### src/rtl/fb_sram_arbiter.sv
// fb_sram_arbiter
// Shares one single-port asynchronous frame-buffer SRAM between the display
// scan-out reader and the capture-path writer. Display wins by default, but
// a run counter bounds how many back-to-back display grants can pass a
// pending capture request so the capture path always makes progress.
// Every output is registered. Outputs are computed one cycle ahead from the
// next-state logic and loaded together with the state register.

module fb_sram_arbiter #(
   parameter int AW          = 18,
   parameter int DW          = 16,
   parameter int RD_LAT      = 2,
   parameter int WR_CYC      = 2,
   parameter int MAX_DPY_RUN = 8
) (
   input  logic          clk,
   input  logic          rst_n,
   // display scan-out read port
   input  logic          dpy_req,
   input  logic [AW-1:0] dpy_addr,
   output logic          dpy_ack,
   output logic [DW-1:0] dpy_rdata,
   output logic          dpy_rvalid,
   // capture write port
   input  logic          cap_req,
   input  logic [AW-1:0] cap_addr,
   input  logic [DW-1:0] cap_wdata,
   output logic          cap_ack,
   // SRAM pins
   output logic [AW-1:0] mem_addr,
   output logic [DW-1:0] mem_wdata,
   output logic          mem_we,
   output logic          mem_oe,
   input  logic [DW-1:0] mem_rdata,
   // status
   output logic          busy
);

   typedef enum logic [1:0] {
      IDLE    = 2'd0,
      RD      = 2'd1,
      RD_DONE = 2'd2,
      WR      = 2'd3
   } state_t;

   // Phase counters count down to zero; zero marks the last strobe cycle.
   localparam logic [2:0] RD_LOAD   = 3'(RD_LAT - 1);
   localparam logic [2:0] WR_LOAD   = 3'(WR_CYC - 1);
   localparam logic [7:0] RUN_LIMIT = 8'(MAX_DPY_RUN);
   localparam logic [7:0] RUN_SAT   = 8'hFF;

   // Saturating increment for the display run counter.
   function automatic logic [7:0] run_inc(input logic [7:0] value);
      logic [7:0] result;
      if (value == RUN_SAT) begin
         result = value;
      end else begin
         result = value + 8'd1;
      end
      return result;
   endfunction

   state_t        state;
   state_t        state_nxt;
   logic [2:0]    phase_cnt;
   logic [2:0]    phase_cnt_nxt;
   logic [7:0]    run_cnt;
   logic [7:0]    run_cnt_nxt;

   logic          grant_cap;
   logic          grant_dpy;

   logic          dpy_ack_nxt;
   logic [DW-1:0] dpy_rdata_nxt;
   logic          dpy_rvalid_nxt;
   logic          cap_ack_nxt;
   logic [AW-1:0] mem_addr_nxt;
   logic [DW-1:0] mem_wdata_nxt;
   logic          mem_we_nxt;
   logic          mem_oe_nxt;
   logic          busy_nxt;

   // Grant decision: capture wins when display is absent or has used up its run.
   always_comb begin
      grant_cap = 1'b0;
      grant_dpy = 1'b0;
      if (state == IDLE) begin
         if (cap_req && (!dpy_req || (run_cnt == RUN_LIMIT))) begin
            grant_cap = 1'b1;
         end else if (dpy_req) begin
            grant_dpy = 1'b1;
         end else begin
            grant_cap = 1'b0;
            grant_dpy = 1'b0;
         end
      end else begin
         grant_cap = 1'b0;
         grant_dpy = 1'b0;
      end
   end

   // Run counter: counts display grants that passed a waiting capture request.
   always_comb begin
      run_cnt_nxt = run_cnt;
      if (!cap_req) begin
         run_cnt_nxt = 8'd0;
      end else if (grant_cap) begin
         run_cnt_nxt = 8'd0;
      end else if (grant_dpy) begin
         run_cnt_nxt = run_inc(run_cnt);
      end else begin
         run_cnt_nxt = run_cnt;
      end
   end

   // Next-state and next-output logic for the access sequencer.
   always_comb begin
      state_nxt      = state;
      phase_cnt_nxt  = phase_cnt;
      dpy_ack_nxt    = 1'b0;
      dpy_rvalid_nxt = 1'b0;
      cap_ack_nxt    = 1'b0;
      mem_we_nxt     = 1'b0;
      mem_oe_nxt     = 1'b0;
      mem_addr_nxt   = mem_addr;
      mem_wdata_nxt  = mem_wdata;
      dpy_rdata_nxt  = dpy_rdata;

      case (state)
         IDLE: begin
            if (grant_cap) begin
               // Address and data are latched here and held for the whole strobe.
               state_nxt     = WR;
               phase_cnt_nxt = WR_LOAD;
               cap_ack_nxt   = 1'b1;
               mem_we_nxt    = 1'b1;
               mem_addr_nxt  = cap_addr;
               mem_wdata_nxt = cap_wdata;
            end else if (grant_dpy) begin
               state_nxt     = RD;
               phase_cnt_nxt = RD_LOAD;
               dpy_ack_nxt   = 1'b1;
               mem_oe_nxt    = 1'b1;
               mem_addr_nxt  = dpy_addr;
            end else begin
               state_nxt = IDLE;
            end
         end

         RD: begin
            if (phase_cnt == 3'd0) begin
               // Last output-enable cycle: SRAM data has settled, capture it.
               state_nxt      = RD_DONE;
               dpy_rdata_nxt  = mem_rdata;
               dpy_rvalid_nxt = 1'b1;
            end else begin
               phase_cnt_nxt = phase_cnt - 3'd1;
               mem_oe_nxt    = 1'b1;
            end
         end

         RD_DONE: begin
            state_nxt = IDLE;
         end

         WR: begin
            if (phase_cnt == 3'd0) begin
               state_nxt = IDLE;
            end else begin
               phase_cnt_nxt = phase_cnt - 3'd1;
               mem_we_nxt    = 1'b1;
            end
         end

         default: begin
            state_nxt     = IDLE;
            phase_cnt_nxt = 3'd0;
         end
      endcase

      busy_nxt = (state_nxt != IDLE) ? 1'b1 : 1'b0;
   end

   // State, counters and registered outputs; reset drops any access in flight.
   always_ff @(posedge clk or negedge rst_n) begin
      if (!rst_n) begin
         state      <= IDLE;
         phase_cnt  <= 3'd0;
         run_cnt    <= 8'd0;
         dpy_ack    <= 1'b0;
         dpy_rdata  <= '0;
         dpy_rvalid <= 1'b0;
         cap_ack    <= 1'b0;
         mem_addr   <= '0;
         mem_wdata  <= '0;
         mem_we     <= 1'b0;
         mem_oe     <= 1'b0;
         busy       <= 1'b0;
      end else begin
         state      <= state_nxt;
         phase_cnt  <= phase_cnt_nxt;
         run_cnt    <= run_cnt_nxt;
         dpy_ack    <= dpy_ack_nxt;
         dpy_rdata  <= dpy_rdata_nxt;
         dpy_rvalid <= dpy_rvalid_nxt;
         cap_ack    <= cap_ack_nxt;
         mem_addr   <= mem_addr_nxt;
         mem_wdata  <= mem_wdata_nxt;
         mem_we     <= mem_we_nxt;
         mem_oe     <= mem_oe_nxt;
         busy       <= busy_nxt;
      end
   end

endmodule

### config.mk
export PLATFORM = sky130hd
export DESIGN_NAME = fb_sram_arbiter
export DESIGN_NICKNAME = d
export VERILOG_FILES = /design/src/rtl/fb_sram_arbiter.sv
export SDC_FILE = /design/constraint.sdc
export NUM_CORES = 1
export LEC_CHECK = 0
export CORE_MARGIN = 4
export CORE_UTILIZATION = 43
export CTS_CLUSTER_DIAMETER = 60
export DETAILED_ROUTE_END_ITERATION = 16
export GPL_ROUTABILITY_DRIVEN = 0
export PLACE_DENSITY = 0.8
export SLEW_MARGIN = 20
export SYNTH_ARGS = -nofsm -noshare
export SYNTH_HDL_FRONTEND = slang
export SYNTH_SLANG_ARGS = --single-unit
### constraint.sdc
create_clock -name clk -period 2.5 [get_ports clk]
set_input_delay 0.25 -clock clk [delete_from_list [all_inputs] [get_ports clk]]
set_output_delay 0.25 -clock clk [all_outputs]
set_load 0.01 [all_outputs]
==> results of run 1 <==
[logic make-up after synthesis]
logic type | after synthesis | synth area share, %
AOI/OAI and AO/OA | 45 | 12.07
adders and majority gates | 8 | 3.242
muxes | 35 | 12.76
and+or+nand+nor | 59 | 11.51
DFF | 69 | 55.92
buffers and inverters | 25 | 4.497
[registers in the layout, summed over array words and instances, names as in the netlist]
name and cells:
mem_addr 18, dpy_rdata 16, mem_wdata 16, run_cnt 8, phase_cnt 3, state 2, busy 1, cap_ack 1
dpy_ack 1, dpy_rvalid 1, mem_oe 1, mem_we 1
[power by group through the flow]
stage / logic [mW] / clock network [mW] / registers, mW
after global routing: 2.78 / 0.994 / 1.93
after global placement: 2.54 / 0 / 1.85
after CTS: 2.62 / 0.943 / 1.86
after detailed placement: 2.60 / 0 / 1.88
final: 2.58 / 0.915 / 1.86
after floorplan: 1.11 / 0 / 2.07
[synthesized netlist by cell type, types with 2 or more instances]
cell type	count	area, µm²
dfrtp_1	69	1727
clkbuf_1	4	15.01
mux2_2	35	394.1
o211ai_1	3	22.52
o21ai_0	2	10.01
nor2_1	4	15.01
ha_1	8	100.1
nand3_1	8	40.04
buf_6	5	56.30
inv_1	13	48.80
nor2b_1	2	12.51
and3_1	2	12.51
or4_1	3	22.52
nand2_1	13	48.80
a211o_1	4	35.03
nand4_1	2	12.51
a221o_1	18	180.2
a21oi_1	8	40.04
and2_1	19	118.9
[worst reg2reg max path, delay by kind of cell (launching register included)]
family / cells / cell delay (ns)
buf+inv: 2 / 0.46
flops: 1 / 0.42
mux: 1 / 0.40
simple gates: 2 / 0.37
fa+ha+maj: 1 / 0.32
compound gates: 1 / 0.18
[per-layer routing]
layer  wire (µm)  share of wire (%)  vias up
met5           0                  0        -
met4         184                2.3        0
met2        3814                 48      103
met3         533                6.8       15
met1        3360                 43     1163
li1            -                  -     1149
[area by class of cell]
type / count / area, µm²
fill: 539 / 2210
sequential: 69 / 1727
timing repair buffer: 134 / 1334
multi-input combinational: 147 / 1222
clock buffer: 11 / 141.4
tap: 96 / 120.1
clock inverter: 5 / 60.06
inverter: 14 / 55.05
[path summary, 6_finish.rpt]
check / to / slack [ns] / start / cells past startpoint
setup / recovery: mem_wdata[6]$_DFFE_PN0P_ / 0.23 / state[0]$_DFF_PN0_ / 7
hold / removal: run_cnt[4]$_DFFE_PN0P_ / 0.45 / rst_n / 3
setup reg to reg: mem_wdata[6]$_DFFE_PN0P_ / 0.23 / state[0]$_DFF_PN0_ / 7
hold reg to reg: dpy_rdata[13]$_DFFE_PN0P_ / 0.51 / dpy_rdata[13]$_DFFE_PN0P_ / 1
max in group asynchronous: dpy_rvalid$_DFF_PN0_ / 1.74 / rst_n / 3
min in group clk: dpy_rdata[13]$_DFFE_PN0P_ / 0.51 / dpy_rdata[13]$_DFFE_PN0P_ / 1
[metrics by stage]
step                      hold WS [ns]  setup WS, ns  total power, mW  instance area, µm²
final                           0.4548        0.2320            5.355                4659
after global routing            0.4813        0.1141            5.707                4659
after CTS                       0.4722        0.2354            5.421                4659
after detailed placement        0.3030        0.2400            4.482                4448
after global placement          0.3005        0.3441            4.398                4448
after floorplan               -0.04559        0.5635            3.179                3088
[repair_timing]
item,4_1_cts,5_1_grt
endpoints found under the hold margin,69,0
resized for setup,0,0
setup endpoints to repair,0,0
hold buffers,1,0
==> metrics.csv, run 1 <==
stage,metric,value,unit
sta,final worst path period need,2.268,ns
critical_path,cell with the biggest individual delay on the critical path,dfrtp_1,
critical_path,Critical Path RT,2.72,ns
job,maximum capacitance violations,0,
floorplanning,Core Box Area,6869,µm²
route,vias post-DR,2430,
pwr,leak pwr,1.986,nW
grt,overall fraction of global-route tracks in use,18.63,%
pwr,proportion of power drawn by the clock network,17.1,%
cts,insertion delay of the later-clocked pin in the worst-skew pair,0.34,ns
route,detailed-routing iteration count for the pre-antenna-repair pass,4,
pwr,Comb pwr share,48.2,%
cts,CTS Root Cell,clkbuf_8,
synthesis,post-synth net total,321,
placement,Placed Cells incl. Taps,459,
floorplanning,number of ports placed on the die boundary,128,
final_layout,"commonest cells after routing, fill and taps aside","clkdlybuf4s50_1 (126), dfrtp_1 (69), mux2_2 (35), and2_1 (19), a221o_1 (18)",
hold_path,worst hold-check path type,input pin to asynchronous set/reset pin,
final_layout,area overhead of the layout relative to synthesis,50.89,%
final_layout,ant diodes,0,
pwr,Power Internal,3.610,mW
sta,worst max-slew margin expressed relative to the limit,35.83,%
critical_path,largest fanout of any net on the critical path,37,
synthesis,most instantiated flip-flop cell in the synthesis netlist,dfrtp_1,
floorplanning,effective utilization at floorplan,44.95,%
grt,met1 layer usage reported by global route,22.81,%
grt,GR Layer Usage met3,4.387,%
critical_path,critical setup path kind,flip-flop to flip-flop,
route,initial detailed-routing violation count,175,
sta,Finish-stage setup viols,0,
sta,Final Max Tran Viols,0,
critical_path,sort of element at the start of the critical path,flip-flop,
critical_path,largest incremental delay on the critical path,0.42,ns
route,Via-to-Cell Ratio,5.105,
run_status,result of the run,finished clean,
final_layout,share of the core filled with cells,67.83,%
critical_path,cell family contributing the most delay on the critical path,buffers and inverters,
critical_path,capturing element type of the critical path,flip-flop,
critical_path,data arrival time of the worst path,2.49,ns
synthesis,number of synthesis warnings,0,
grt,first-pass GRT wire length,12.65,mm
grt,antenna violations before repair,0,
cts,maximum buffer depth of the clock tree,2,
synthesis,post-synthesis sequential element count,69,
cts,H-tree levels,3,
critical_path,CP cell instances,"inv_1, ha_1, nor2b_1, a21o_4, nand2_4, inv_4, mux2_2",
synthesis,share of synthesized flip-flops with an asynchronous set or reset,100.0,%
final_layout,number of nets in the layout,455,
floorplanning,Die Span X,92.74,µm
synthesis,number of enable flip-flop cells after synthesis,0,
synthesis,part of the Yosys area used for sequential elements,55.92,%
synthesis,Syn Std Cell Area,3088,µm²
route,number of nets with antenna violations after detailed routing,0,
floorplanning,Die Area,8601,µm²
sta,setup repair after global routing missed its margin,no,
pwr,worst vdd ir,0.0006726,V
sta,actual slew at the worst max-slew pin,0.9626,ns
final_layout,share of final-layout standard cells stronger than drive strength 1,16.58,%
final_layout,post-layout instance count excluding filler cells,476,
placement,Final HPWL DP,5.786,mm
pwr,fraction of power spent switching nets,32.58,%
route,total wire length after detailed routing,7.892,mm
sta,Fin Clk Skew,0.01201,ns
sta,Total Negative Setup Slacks,0,ns
grt,global-route congestion overflow total,0,
route,average wire length per cell after detail routing,16.58,µm
synthesis,Post-Synthesis Mean Instance Area,12.81,µm²
critical_path,Worst Path Buf+Inv,2,
grt,pin count of the biggest net entering global routing,70,
pwr,total power density per cell area,1149,nW/µm²
synthesis,count of mapped cells out of synthesis,241,
pwr,Net Sw Power,1.745,mW
grt,busiest grt layer,met2,
cts,TritonCTS clock tree,built,
sta,max frequency,440.9,MHz
placement,count of port buffers added during placement,127,
cts,Inserted Clock Buffers,9,
grt,global-route track usage on met2,31.54,%
final_layout,"most common cell after layout, fill and taps aside",clkdlybuf4s50_1,
cts,post-CTS setup buffers,0,
route,remaining design rule violation count,0,
pwr,Reg power frac,34.7,%
cts,CTS Sinks,69,
floorplanning,Std-Cell Rows,30,
floorplanning,Vert. Die Dim,92.74,µm
cts,Worst-path clk slew,0.07,ns
sta,post-route clock period utilization,90.72,%
grt,vias in the first global route,2559,
synthesis,count of distinct cell types in the synthesized netlist,38,
sta,final hold vios,0,
Power figures use the tool's default switching activity.
==> inputs of run 2 (changes only) <==
--- a/config.mk
+++ b/config.mk
@@ -5,12 +5,14 @@
 export SDC_FILE = /design/constraint.sdc
 export NUM_CORES = 1
 export LEC_CHECK = 0
+export CAP_MARGIN = 0
 export CORE_MARGIN = 4
 export CORE_UTILIZATION = 43
 export CTS_CLUSTER_DIAMETER = 60
 export DETAILED_ROUTE_END_ITERATION = 16
 export GPL_ROUTABILITY_DRIVEN = 0
 export PLACE_DENSITY = 0.8
+export SETUP_SLACK_MARGIN = 0.5
 export SLEW_MARGIN = 20
 export SYNTH_ARGS = -nofsm -noshare
 export SYNTH_HDL_FRONTEND = slang
==> metrics.csv, run 2 (same netlist as run 1, synthesis figures left out) <==
stage,metric,value,unit,change
route,detailed-routing iteration count for the pre-antenna-repair pass,4,,unchanged
pwr,total power density per cell area,1152,nW/µm²,was 1149 nW/µm²
grt,first-pass GRT wire length,12.74,mm,was 12.65 mm
pwr,leak pwr,1.999,nW,was 1.986 nW
sta,Total Negative Setup Slacks,0,ns,unchanged
grt,overall fraction of global-route tracks in use,18.77,%,was 18.63%
final_layout,area overhead of the layout relative to synthesis,52.43,%,was 50.89%
route,average wire length per cell after detail routing,16.63,µm,was 16.58 µm
grt,antenna violations before repair,0,,unchanged
sta,setup repair after global routing missed its margin,yes,,was no
grt,vias in the first global route,2579,,was 2559
placement,count of port buffers added during placement,127,,unchanged
route,remaining design rule violation count,0,,unchanged
floorplanning,Std-Cell Rows,30,,unchanged
final_layout,"commonest cells after routing, fill and taps aside","clkdlybuf4s50_1 (126), dfrtp_1 (69), mux2_2 (35), and2_1 (19), a221o_1 (18)",,unchanged
sta,Final Max Tran Viols,0,,unchanged
critical_path,data arrival time of the worst path,2.20,ns,was 2.49 ns
final_layout,Largest Register,mem_addr,,unchanged
cts,Inserted Clock Buffers,9,,unchanged
route,total wire length after detailed routing,7.933,mm,was 7.892 mm
critical_path,CP cell instances,"inv_1, ha_4, and4b_4, a21o_4, nand2_4, inv_12, mux2_2",,"was inv_1, ha_1, nor2b_1, a21o_4, nand2_4, inv_4, mux2_2"
sta,setup ws final,0.5223,ns,was 0.2320 ns
sta,Finish-stage setup viols,0,,unchanged
floorplanning,number of ports placed on the die boundary,128,,unchanged
sta,worst max-slew margin expressed relative to the limit,61.32,%,was 35.83%
sta,actual slew at the worst max-slew pin,0.5789,ns,was 0.9626 ns
final_layout,max reg flops,18,,unchanged
floorplanning,Core Box Area,6869,µm²,unchanged
route,initial detailed-routing violation count,146,,was 175
grt,global-route congestion overflow total,0,,unchanged
cts,CTS Sinks,69,,unchanged
floorplanning,Die Span X,92.74,µm,unchanged
hold_path,worst hold-check path type,input pin to asynchronous set/reset pin,,unchanged
route,number of nets with antenna violations after detailed routing,0,,unchanged
critical_path,capturing element type of the critical path,flip-flop,,unchanged
critical_path,largest fanout of any net on the critical path,19,,was 37
job,maximum capacitance violations,0,,unchanged
run_status,result of the run,finished clean,,unchanged
sta,post-route clock period utilization,79.11,%,was 90.72%
final_layout,"most common cell after layout, fill and taps aside",clkdlybuf4s50_1,,unchanged
final_layout,ant diodes,0,,unchanged
final_layout,Top Registers,"mem_addr x18, dpy_rdata x16, mem_wdata x16",,unchanged
route,Via-to-Cell Ratio,5.090,,was 5.105
floorplanning,effective utilization at floorplan,44.95,%,unchanged
sta,max frequency,505.6,MHz,was 440.9 MHz
final_layout,number of nets in the layout,456,,was 455
floorplanning,Vert. Die Dim,92.74,µm,unchanged
final_layout,share of final-layout standard cells stronger than drive strength 1,17.59,%,was 16.58%
route,vias post-DR,2428,,was 2430
sta,Fin Clk Skew,0.01315,ns,was 0.01201 ns
critical_path,Critical Path RT,2.72,ns,about the same
cts,CTS Root Cell,clkbuf_8,,unchanged
final_layout,Fillers,531,,was 539
cts,maximum buffer depth of the clock tree,2,,unchanged
sta,final hold vios,0,,unchanged
placement,Final HPWL DP,5.786,mm,unchanged
critical_path,critical setup path kind,flip-flop to flip-flop,,unchanged
sta,final worst path period need,1.978,ns,was 2.268 ns
cts,H-tree levels,3,,unchanged
grt,pin count of the biggest net entering global routing,70,,unchanged
placement,Post-Place Worst Slack,0.2400,ns,unchanged
cts,TritonCTS clock tree,built,,unchanged
critical_path,sort of element at the start of the critical path,flip-flop,,unchanged
floorplanning,Die Area,8601,µm²,unchanged
critical_path,largest incremental delay on the critical path,0.42,ns,about the same
pwr,worst vdd ir,0.0006728,V,was 0.0006726 V
critical_path,cell with the biggest individual delay on the critical path,dfrtp_1,,unchanged
cts,Worst-path clk slew,0.07,ns,about the same
cts,insertion delay of the later-clocked pin in the worst-skew pair,0.34,ns,about the same
## run 2: cell count changes in the layout (fill, tap and decap cells not counted)
cell      change
a21oi_2       -1
a21oi_4       +1
a221oi_1      -1
a221oi_2      +1
ha_1          -1
ha_4          +1
inv_12        +1
inv_4         -1
inv_6         +1
nor2b_1       -1
nor2b_2       +1
## run 2: stage by stage
stage	hold WS (ns)	power (mW)	utilization, %	area [µm²]	std cells
2_1_floorplan	-0.04559	3.179	-	3088	241
3_3_place_gp	0.3005	4.398	64.75	4448	459
3_5_place_dp	0.3030	4.482	64.75	4448	459
4_1_cts	0.4722	5.448	68.29	4691	477
5_1_grt	0.4813	5.777	68.52	4707	477
6_report	0.4522	5.423	68.52	4707	477
## run 2: report_power, final
group          total [mW]  internal (mW)  switching [mW]
combinational        2.65           1.54            1.11
clock               0.913          0.490           0.423
sequential           1.86           1.61           0.247
total                5.42           3.65            1.78
## run 2: path summary, 6_finish.rpt
path	from	end	slack (ns)	cells past startpoint
max	state[0]$_DFF_PN0_	mem_wdata[6]$_DFFE_PN0P_	0.52	7
max in group asynchronous	rst_n	mem_wdata[11]$_DFFE_PN0P_	1.74	3
max reg2reg	state[0]$_DFF_PN0_	mem_wdata[6]$_DFFE_PN0P_	0.52	7
min reg2reg	dpy_rdata[13]$_DFFE_PN0P_	dpy_rdata[13]$_DFFE_PN0P_	0.51	1
min	rst_n	run_cnt[6]$_DFFE_PN0P_	0.45	3
min in group clk	dpy_rdata[13]$_DFFE_PN0P_	dpy_rdata[13]$_DFFE_PN0P_	0.51	1
## run 2: critical path, delay by kind of cell, from the launching register on
family          cells  cell delay [ns]
flops               1             0.42
fa+ha+maj           1             0.21
compound gates      1             0.17
mux                 1             0.35
simple gates        2             0.39
buf+inv             2             0.31
## run 2: layout make-up
| class | count | area [µm²] | area share, % |
|---|---|---|---|
| timing repair buffer | 134 | 1334 | 28.34 |
| multi-input combinational | 147 | 1251 | 26.58 |
| inverter | 14 | 65.06 | 1.382 |
| sequential | 69 | 1727 | 36.68 |
| timing repair inverter | 1 | 8.758 | 0.1861 |
| clock inverter | 5 | 60.06 | 1.276 |
| clock buffer | 11 | 141.4 | 3.004 |
| tap | 96 | 120.1 | 2.552 |
## run 2: metal layers
metal / vias to the layer above / routed length [µm] / GRT usage (%)
li1: 1156 / - / -
met1: 1161 / 3340 / 23.08
met2: 96 / 3883 / 31.60
met3: 15 / 525 / 4.468
met4: 0 / 184 / 7.937
met5: - / 0 / 0
## run 2: repair_timing
action | CTS | global route
gates cloned | 1 | 0
pin swaps | 0 | 0
endpoints found under the hold margin | 69 | 0
hold buffers | 1 | 0
gates resized for setup | 6 | 2
buffers inserted | 0 | 0
setup endpoints to repair | 37 | 38
==> inputs of run 3 (changes only) <==
==> constraint.sdc (replaced) <==
create_clock -name clk -period 2.06 [get_ports clk]
set_input_delay 0.206 -clock clk [delete_from_list [all_inputs] [get_ports clk]]
set_output_delay 0.206 -clock clk [all_outputs]
set_load 0.01 [all_outputs]
==> metrics.csv, run 3 (same netlist as run 1, synthesis figures left out) <==
stage,metric,value,unit,change
run_status,result of the run,finished clean,,unchanged
placement,Placed Cells incl. Taps,463,,was 459
grt,busiest grt layer,met2,,unchanged
pwr,total power density per cell area,1470,nW/µm²,was 1152 nW/µm²
cts,CTS Sinks,69,,unchanged
cts,maximum buffer depth of the clock tree,2,,unchanged
final_layout,share of the core filled with cells,76.67,%,was 68.52%
final_layout,Top Registers,"mem_addr x18, dpy_rdata x16, mem_wdata x16",,unchanged
final_layout,"most common cell after layout, fill and taps aside",clkdlybuf4s50_1,,unchanged
route,vias post-DR,2732,,was 2428
route,initial detailed-routing violation count,130,,was 146
floorplanning,Core Box Area,6869,µm²,unchanged
pwr,Net Sw Power,2.608,mW,was 1.777 mW
critical_path,Critical Path RT,2.33,ns,was 2.72 ns
route,Via-to-Cell Ratio,5.357,,was 5.090
grt,global-route track usage on met2,39.34,%,was 31.60%
pwr,fraction of power spent switching nets,33.70,%,was 32.77%
floorplanning,effective utilization at floorplan,44.95,%,unchanged
floorplanning,Vert. Die Dim,92.74,µm,unchanged
cts,H-tree levels,3,,unchanged
sta,actual slew at the worst max-slew pin,0.6605,ns,was 0.5789 ns
final_layout,max reg flops,18,,unchanged
pwr,proportion of power drawn by the clock network,16.8,%,about the same
final_layout,ant diodes,0,,unchanged
sta,Fin Clk Skew,0.01084,ns,was 0.01315 ns
route,remaining design rule violation count,0,,unchanged
route,average wire length per cell after detail routing,19.78,µm,was 16.63 µm
sta,Total Negative Setup Slacks,0,ns,unchanged
critical_path,data arrival time of the worst path,2.11,ns,was 2.20 ns
pwr,Comb pwr share,53.4,%,was 48.9%
cts,Worst-path clk slew,0.08,ns,was 0.07 ns
cts,Inserted Clock Buffers,9,,unchanged
sta,Final Max Tran Viols,0,,unchanged
floorplanning,Std-Cell Rows,30,,unchanged
grt,global-route congestion overflow total,0,,unchanged
final_layout,number of nets in the layout,489,,was 456
route,total wire length after detailed routing,10.09,mm,was 7.933 mm
grt,vias in the first global route,2841,,was 2579
critical_path,critical setup path kind,flip-flop to flip-flop,,unchanged
pwr,Reg power frac,29.8,%,was 34.3%
final_layout,share of final-layout standard cells stronger than drive strength 1,30.19,%,was 17.59%
cts,insertion delay of the later-clocked pin in the worst-skew pair,0.35,ns,was 0.34 ns
hold_path,worst hold-check path type,input pin to asynchronous set/reset pin,,unchanged
route,detailed-routing iteration count for the pre-antenna-repair pass,5,,was 4
placement,Post-Place Worst Slack,0.07978,ns,was 0.2400 ns
cts,CTS Root Cell,clkbuf_8,,unchanged
placement,count of port buffers added during placement,127,,unchanged
floorplanning,Die Area,8601,µm²,unchanged
grt,overall fraction of global-route tracks in use,22.28,%,was 18.77%
grt,first-pass GRT wire length,14.83,mm,was 12.74 mm
sta,final hold vios,0,,unchanged
critical_path,largest fanout of any net on the critical path,4,,was 19
sta,worst max-slew margin expressed relative to the limit,55.97,%,was 61.32%
job,maximum capacitance violations,0,,unchanged
floorplanning,Die Span X,92.74,µm,unchanged
pwr,Power Internal,5.131,mW,was 3.646 mW
sta,setup ws final,0.2233,ns,was 0.5223 ns
grt,pin count of the biggest net entering global routing,26,,was 70
final_layout,area overhead of the layout relative to synthesis,70.54,%,was 52.43%
final_layout,Largest Register,mem_addr,,unchanged
sta,max frequency,544.4,MHz,was 505.6 MHz
pwr,worst vdd ir,0.0008557,V,was 0.0006728 V
critical_path,capturing element type of the critical path,flip-flop,,unchanged
grt,antenna violations before repair,0,,unchanged
sta,Finish-stage setup viols,0,,unchanged
grt,GR Layer Usage met3,5.443,%,was 4.468%
final_layout,"commonest cells after routing, fill and taps aside","clkdlybuf4s50_1 (126), dfrtp_1 (66), buf_4 (29), and2_1 (19), mux2_4 (19)",,"was clkdlybuf4s50_1 (126), dfrtp_1 (69), mux2_2 (35), and2_1 (19), a221o_1 (18)"
floorplanning,number of ports placed on the die boundary,128,,unchanged
grt,met1 layer usage reported by global route,25.01,%,was 23.08%
cts,TritonCTS clock tree,built,,unchanged
sta,post-route clock period utilization,89.16,%,was 79.11%
critical_path,sort of element at the start of the critical path,flip-flop,,unchanged
sta,final worst path period need,1.837,ns,was 1.978 ns
placement,Final HPWL DP,6.240,mm,was 5.786 mm
sta,setup repair after global routing missed its margin,yes,,unchanged
pwr,leak pwr,2.240,nW,was 1.999 nW
route,number of nets with antenna violations after detailed routing,0,,unchanged
final_layout,post-layout instance count excluding filler cells,510,,was 477
-- run 3: cell types whose count changed in the layout (fill, tap and decap cells not counted), moves of 4 or more --
| cell | delta |
|---|---|
| inv_2 | +4 |
| buf_4 | +24 |
| mux2_4 | +19 |
| buf_6 | +6 |
| ha_1 | -5 |
| ha_4 | +4 |
| mux2_2 | -19 |
| inv_1 | -4 |
-- run 3: area by class of cell --
class / count / area (µm²)
Clock inverter: 5 / 82.58
Tap cell: 96 / 120.1
Timing Repair inverter: 3 / 31.28
Fill cell: 417 / 1603
Timing Repair Buffer: 164 / 1582
Clock buffer: 11 / 151.4
Inverter: 14 / 68.82
Sequential cell: 69 / 1730
Multi-Input combinational cell: 148 / 1500
-- run 3: power groups by stage --
stage / registers (mW) / clock network [mW] / logic, mW
after floorplan: 2.52 / 0 / 1.44
after global placement: 2.27 / 0 / 3.17
after detailed placement: 2.31 / 0 / 3.25
after CTS: 2.28 / 1.32 / 3.83
after global routing: 2.38 / 1.36 / 4.39
final: 2.30 / 1.30 / 4.14
-- run 3: path summary, 6_finish.rpt --
kind	from	endpoint	slack (ns)	depth (start not counted)
max	state[1]$_DFF_PN0_	run_cnt[7]$_DFFE_PN0P_	0.22	6
min	rst_n	phase_cnt[2]$_DFFE_PN0P_	0.45	2
max reg2reg	state[1]$_DFF_PN0_	run_cnt[7]$_DFFE_PN0P_	0.22	6
min reg2reg	dpy_rdata[15]$_DFFE_PN0P_	dpy_rdata[15]$_DFFE_PN0P_	0.51	1
max in group asynchronous	rst_n	run_cnt[5]$_DFFE_PN0P_	0.83	3
min in group clk	mem_rdata[15]	dpy_rdata[15]$_DFFE_PN0P_	0.47	2
-- run 3: per-layer routing --
layer  share of wire [%]  vias up
met5                   0        -
met4                 3.1        0
met3                 6.7       28
met2                  53      141
met1                  37     1345
li1                    -     1218
-- run 3: stage by stage --
stage | total power, mW | cell area, µm² | hold WS [ns]
final | 7.739 | 5266 | 0.4546
after global routing | 8.135 | 5266 | 0.4569
after CTS | 7.433 | 5115 | 0.4184
after detailed placement | 5.556 | 4526 | 0.2501
after global placement | 5.433 | 4526 | 0.2462
after floorplan | 3.960 | 3153 | -0.08959
-- run 3: critical path: stages (launching register included) --
cell and delay [ns]:
dfrtp_1 0.40, inv_2 0.07, ha_4 0.17, and4b_4 0.20, a21o_4 0.25, or4_4 0.50, a31oi_4 0.16
-- run 3: timing repair --
item	CTS	global route
endpoints found under the setup margin	62	60
hold buffers	1	0
resized for setup	38	21
pin swaps	10	16
hold endpoints to repair	23	0
setup buffers	20	6
cloned	3	1
